### config.mk
export PLATFORM = sky130hd
export DESIGN_NAME = cla_adder_16
export DESIGN_NICKNAME = d
export VERILOG_FILES = /design/src/rtl/cla_adder_16.sv
export SDC_FILE = /design/constraint.sdc
export NUM_CORES = 1
export LEC_CHECK = 0
export CAP_MARGIN = 20
export CELL_PAD_IN_SITES_DETAIL_PLACEMENT = 2
export CELL_PAD_IN_SITES_GLOBAL_PLACEMENT = 2
export CORE_UTILIZATION = 26
export CTS_CLUSTER_DIAMETER = 100
export DETAILED_ROUTE_END_ITERATION = 10
export MAX_ROUTING_LAYER = met4
export PLACE_DENSITY = 0.93
export SKIP_LAST_GASP = 1
export SYNTH_ARGS = -nofsm -noshare
export SYNTH_HDL_FRONTEND = slang
export SYNTH_SLANG_ARGS = --single-unit
### constraint.sdc
create_clock -name clk -period 1.09 [get_ports clk]
set_input_delay 0.109 -clock clk [delete_from_list [all_inputs] [get_ports clk]]
set_output_delay 0.109 -clock clk [all_outputs]
set_load 0.01 [all_outputs]
### src/rtl/cla_adder_16.sv
// 16-bit two-level carry-lookahead adder built from explicit gate equations,
// with a registered sum/carry_out stage and asynchronous active-low reset.
module cla_adder_16 (
    input  logic        clk,
    input  logic        rst_n,
    input  logic [15:0] a,
    input  logic [15:0] b,
    input  logic        carry_in,
    output logic [15:0] sum,
    output logic        carry_out
);

    logic [15:0] p;
    logic [15:0] g;
    logic [16:0] c;
    logic [3:0]  blk_p;
    logic [3:0]  blk_g;
    logic [15:0] sum_d;
    logic        carry_d;
    logic [15:0] sum_q;
    logic        carry_q;

    assign p = a ^ b;
    assign g = a & b;
    assign c[0] = carry_in;

    // First level: each 4-bit block derives c1..c3 from its own carry-in, no ripple.
    for (genvar j = 0; j < 4; j++) begin : g_blk
        localparam int K = 4 * j;

        assign c[K+1] = g[K]
                      | (p[K] & c[K]);
        assign c[K+2] = g[K+1]
                      | (p[K+1] & g[K])
                      | (p[K+1] & p[K] & c[K]);
        assign c[K+3] = g[K+2]
                      | (p[K+2] & g[K+1])
                      | (p[K+2] & p[K+1] & g[K])
                      | (p[K+2] & p[K+1] & p[K] & c[K]);

        assign blk_p[j] = p[K+3] & p[K+2] & p[K+1] & p[K];
        assign blk_g[j] = g[K+3]
                        | (p[K+3] & g[K+2])
                        | (p[K+3] & p[K+2] & g[K+1])
                        | (p[K+3] & p[K+2] & p[K+1] & g[K]);
    end

    // Second level: block carry-ins straight from carry_in, never from c[4*j].
    assign c[4]  = blk_g[0]
                 | (blk_p[0] & carry_in);
    assign c[8]  = blk_g[1]
                 | (blk_p[1] & blk_g[0])
                 | (blk_p[1] & blk_p[0] & carry_in);
    assign c[12] = blk_g[2]
                 | (blk_p[2] & blk_g[1])
                 | (blk_p[2] & blk_p[1] & blk_g[0])
                 | (blk_p[2] & blk_p[1] & blk_p[0] & carry_in);
    assign c[16] = blk_g[3]
                 | (blk_p[3] & blk_g[2])
                 | (blk_p[3] & blk_p[2] & blk_g[1])
                 | (blk_p[3] & blk_p[2] & blk_p[1] & blk_g[0])
                 | (blk_p[3] & blk_p[2] & blk_p[1] & blk_p[0] & carry_in);

    assign sum_d   = p ^ c[15:0];
    assign carry_d = c[16];

    always_ff @(posedge clk or negedge rst_n) begin
        if (!rst_n) begin
            sum_q   <= '0;
            carry_q <= 1'b0;
        end else begin
            sum_q   <= sum_d;
            carry_q <= carry_d;
        end
    end

    assign sum       = sum_q;
    assign carry_out = carry_q;

endmodule

# Yosys cells after proc, flatten, opt, wreduce, memory -nomap -nowiden
# Cells that the tools add are included.
[totals] wordCells=127 reg_bits=17 inputBits=35 output_inout_bits=17
[classes] n_bitwise=125
[ops] operator="1-bit bitwise AND" n=76
[ops] operator="1-bit OR" n=46
[ops] operator="16-bit bitwise XOR" n=2
[ops] operator="16-bit bitwise AND" n=1

# Logic depth before layout (Yosys ltp)
[depth] ltp_word=12 depth_mapped=8 mapped_depth_nobuf=8

# Worst setup path after synthesis
# Ideal clock, no wire load.
[synth_timing] path_kind="input -> register" from="in a[2]" to="reg sum_q[13] (netlist: sum[13])" setup_time_ns=0.125 path_buffers=0 required_ns=0.965 path_slack_ns=-0.878 path_stages=8 t_arrival_ns=1.843 path_cell_list="ha_1 a21o_1 a21oi_2 a21boi_1 a21o_1 a21o_2 fa_1 xor2_1"
[synth_between] elab_chain_cells=11 elab_cells_between_ends=19 cone_classes="bitwise: 19"
[synth_rtl] element="start, declared" line_no="6" rtl="input logic [15:0] a,"
[synth_rtl] element="16-bit bitwise AND / 16-bit bitwise XOR (equally long branches)" line_no="24, 23"
[synth_rtl] element="1-bit bitwise AND, on equally long branches"
[synth_rtl] element="1-bit OR (tied with other cells)" line_no="43" rtl="| (p[K+3] & g[K+2])"
[synth_rtl] element="1-bit OR / 1-bit bitwise AND (equally long branches)" line_no="44, 45"
[synth_rtl] element="1-bit OR" line_no="45" rtl="| (p[K+3] & p[K+2] & p[K+1] & g[K]);"
[synth_rtl] element="1-bit bitwise AND" line_no="56" rtl="| (blk_p[2] & blk_p[1] & blk_g[0])"
[synth_rtl] element="1-bit OR" line_no="56"
[synth_rtl] element="1-bit OR (*)" line_no="57" rtl="| (blk_p[2] & blk_p[1] & blk_p[0] & carry_in);"
[synth_rtl] element="1-bit bitwise AND (*)" line_no="32" rtl="| (p[K] & c[K]);"
[synth_rtl] element="1-bit OR (*)" line_no="32"
[synth_rtl] element="16-bit bitwise XOR (*)" line_no="64" rtl="assign sum_d = p ^ c[15:0];"
[synth_rtl] element="named net sum_d[13]" line_no="18" rtl="logic [15:0] sum_d;"
[synth_rtl] element="end signal, assigned" line_no="72" rtl="sum_q <= sum_d;"
[synth_rtl] element="end, declared" line_no="20" rtl="logic [15:0] sum_q;"
# Mark *: on every way through the listed nets, which the timed path passes. The rest lies on a longest branch.

# Worst setup path in the final report
[layout_timing] from="in b[2]" to="reg sum_q[13] (netlist: sum[13])"
[layout_between] elab_chain_cells=11 elab_cells_between_ends=19 cone_classes="bitwise: 19"
[layout_rtl] element="start, declared" line_no="7" rtl="input logic [15:0] b,"
[layout_rtl] element="16-bit bitwise AND / 16-bit bitwise XOR (equally long branches)" line_no="24, 23"
[layout_rtl] element="1-bit bitwise AND, on equally long branches"
[layout_rtl] element="1-bit OR (tied with other cells)" line_no="43"
[layout_rtl] element="1-bit OR / 1-bit bitwise AND (equally long branches)" line_no="44, 45"
[layout_rtl] element="1-bit OR" line_no="45"
[layout_rtl] element="1-bit bitwise AND" line_no="56"
[layout_rtl] element="1-bit OR" line_no="56"
[layout_rtl] element="1-bit OR (*)" line_no="57"
[layout_rtl] element="1-bit bitwise AND (*)" line_no="32"
[layout_rtl] element="1-bit OR (*)" line_no="32"
[layout_rtl] element="16-bit bitwise XOR (*)" line_no="64"
[layout_rtl] element="named net sum_d[13]" line_no="18"
# Marked as above.

==> summary.md <==
| Metric | Value |
|---|---|
| Synth Cell Area | `~0.0012 mm^2` |
| Die area | `roughly 0.0048 mm^2` |
| Cts bufs inserted | `3` |
| Ports | `52` |
| Worst-path clk slew | `~0.09 ns` |
| IO Port Bufs | `51` |
| TritonRoute pass-1 iters | `4` |
| Fraction of registers with async set/reset | `100.0%` |
| Status | `finished, violations left` |
| Placed Cells | `~240` |
| Core Area | `between 0.004 and 0.005 mm^2` |
| Synth warn | `0` |
| Slew Limit Fails | `0` |
| Net count after synthesis | `around 160` |
| Number of flops mapped to enable cells by yosys | `0` |
| Design Area, Final | `0.002480 mm^2` |
| Seq cells post-synth | `17` |
| Synth top cells by count | `17 x dfrtp_1, 16 x ha_1, 7 x a21oi_1, 7 x inv_1, 7 x xnor2_1` |
| Critical Path Most Common Cell | `a21o_1` |
| Synth cell types | `40` |
| Final worst-path cycle share | `148.4%` |
| Area leader, netlist | `dfrtp_1` |
| Routability cong. | `slightly below 0.8` |
| Cell Rows | `24` |
| Largest net degree at the start of global routing | `18` |
| Hold Violations, Final | `0` |
| Clock period minus worst slack | `1.618 ns` |
| Critical path type | `in2reg` |
| Mean Syn Cell Area | `between 10 and 15 um^2` |
| Compound-cell area share of the yosys netlist | `roughly 20%` |
| Number of global-route vias before repair | `about 1600` |
| Share of layout cells above drive strength 1 | `between 50% and 60%` |
| ANT cells | `0` |
| Die Wd | `about 69 um` |
| Residual DRC | `0` |
| Grt total ovfl | `0` |
| Final WS setup | `-0.5280 ns` |
| WL/cell | `~27 um` |
| Post-Syn Instances | `between 100 and 150` |
| Violated checks | `negative setup slack` |
| Via density | `5.128` |
| Htree depth | `1` |
| CP startpoint kind | `input pin` |
| Crit path cell chain | `buf_6 -> ha_4 -> a21o_1 -> a21oi_4 -> a21boi_2 -> a21o_1 -> a21o_2 -> fa_2 -> xor2_1` |
| Xor and xnor fraction of the mapped netlist area | `under 10%` |
| Tot Pwr | `~2.8 mW` |
| Die Ht | `approximately 69 um` |
| Post-synthesis mux area share | `0%` |
| Worst Path Max Fanout | `2` |
| Leak | `~1.1 nW` |
| Critical-path top delay cell | `fa_2` |
| Global Route Usage Sum | `30.31%` |
| Fin nets | `262` |
| RSZ-0062 raised after global routing | `yes` |
| Crit path capture type | `register` |
| Post-Place Worst Slack | `-1.307 ns` |
| Clock Sinks | `17` |
| CTS tree | `built` |
| Synth area leaders | `dfrtp_1 36%, ha_1 17%, fa_1 6.8%, xnor2_1 5.2%, a21oi_1 3.0%` |
| CP arrival | `roughly 1.8 ns` |
| CTS Root Cell | `clkbuf_8` |
| Pwr dens | `~1100 mW/mm^2` |
| Simple-gate share of the synthesized area | `a little under a tenth` |
| Register area share after synthesis | `36.21%` |
| Max VDD drop | `~0.58 mV` |
| Layout Cells excl Fill | `~260` |
| DRT iter0 DRCs | `54` |
| Final WL | `~7 mm` |
| Hold Path Class | `in2async` |
| Critical Path RT | `approximately 1.3 ns` |
| Largest family of logic cells by synthesized area | `adder cells` |
| Initial Util | `26.98%` |
| Area growth, synth to finish | `111.1%` |
| Clk buf depth | `2` |
| Most common cell in the netlist | `dfrtp_1` |
| Least-Margin Pin Slew | `~0.36 ns` |
| Main flop type after synthesis | `dfrtp_1` |
| Post-route ant nets | `0` |
| Via count | `approximately 1300` |
| Post-detail-place hpwl | `4.381 mm` |
| Slowest stage delay, CP | `roughly 0.35 ns` |
| Wire length of the first global-routing pass | `between 10 and 15 mm` |
| Adder-cell area share of the yosys netlist | `23.86%` |
| Initial antenna violation count | `0` |
| Synth top area share | `36.21%` |
| FMAX | `between 600 and 700 MHz` |
| Max-Cap Viols | `0` |
| Setup violators final | `13` |
| Slew headroom | `76.20%` |
| DP Area | `approximately 0.0021 mm^2` |
==> logic make-up (layout without fill, tap and decap cells) <==
logic type | count (synthesis) | after routing
AOI/OAI and AO/OA | 32 | 32
xor gates and xnor gates | 11 | 11
adders and majority gates | 20 | 20
buffers and inverters | 7 | 106
DFF | 17 | 17
and+or+nand+nor | 20 | 20
==> worst paths after layout <==
path | startpoint | to | slack [ns] | cells past startpoint
worst max-delay path | b[2] | sum[13] | -0.53 | 9
worst min-delay path | rst_n | carry_out | 0.19 | 2
max in group asynchronous | rst_n | sum[6] | 0.67 | 2
min in group clk | a[2] | sum[3] | 0.27 | 4
==> per-stage QoR <==
step / utilization [%] / hold slack, ns / TNS [ns]
2_1_floorplan: - / -0.1866 / -4.291
3_3_place_gp: 48.74 / 0.4545 / -13.13
3_5_place_dp: 48.74 / 0.4727 / -15.41
4_1_cts: 55.86 / 0.1986 / -4.362
5_1_grt: 56.95 / 0.2108 / -5.257
6_report: 56.95 / 0.1900 / -4.782
==> registers in the layout, indices dropped and copies added (netlist names) <==
signal     cells
carry_out      1
sum           16
==> metal layers <==
metal	global-route usage [%]	vias up	share of wire (%)
met5	-	-	0
met4	11.79	0	2.6
met3	4.215	15	4.4
met2	55.77	56	54
met1	32.63	662	39
li1	-	590	-
==> final cells by class <==
class / instances / area (um^2)
clock buffers: 4 / 45.04
fillers: 398 / 1874
inverters: 7 / 26.28
multi-input cells: 83 / 1126
flip-flops and latches: 17 / 425.4
well taps: 52 / 65.06
repair buffers: 95 / 792.0
==> repair_timing <==
item	in CTS	in global routing
pin swaps	40	19
hold buffers	0	0
gates cloned	0	0
buffers inserted	12	3
gates resized for setup	170	14
setup endpoints to repair	34	14
==> cell usage in the layout, fill, tap and decap left out, types with 3 or more instances in the layout <==
cell and n:
buf_4 40, dlygate4sd2_1 23, dfrtp_1 17, ha_4 15
buf_6 15, buf_2 10, a21oi_4 7, inv_1 7
xnor2_1 6, nor2_1 4, nand2_2 3, o21ai_2 3
fa_2 3, clkbuf_8 3, clkdlybuf4s50_1 3
==> where the power goes <==
part	internal, mW	total (mW)	switching, mW
sequential	0.762	0.816	0.0547
clock	0.262	0.541	0.279
combinational	0.730	1.42	0.689
total	1.75	2.78	1.02
==> worst max-delay path, delay by kind of cell <==
kind,cells,cell delay [ns]
xor gates and xnor gates,1,0.15
adders and majority gates,2,0.58
AOI/OAI and AO/OA,5,0.85
buffers and inverters,1,0.10
Power figures use the tool's default switching activity.
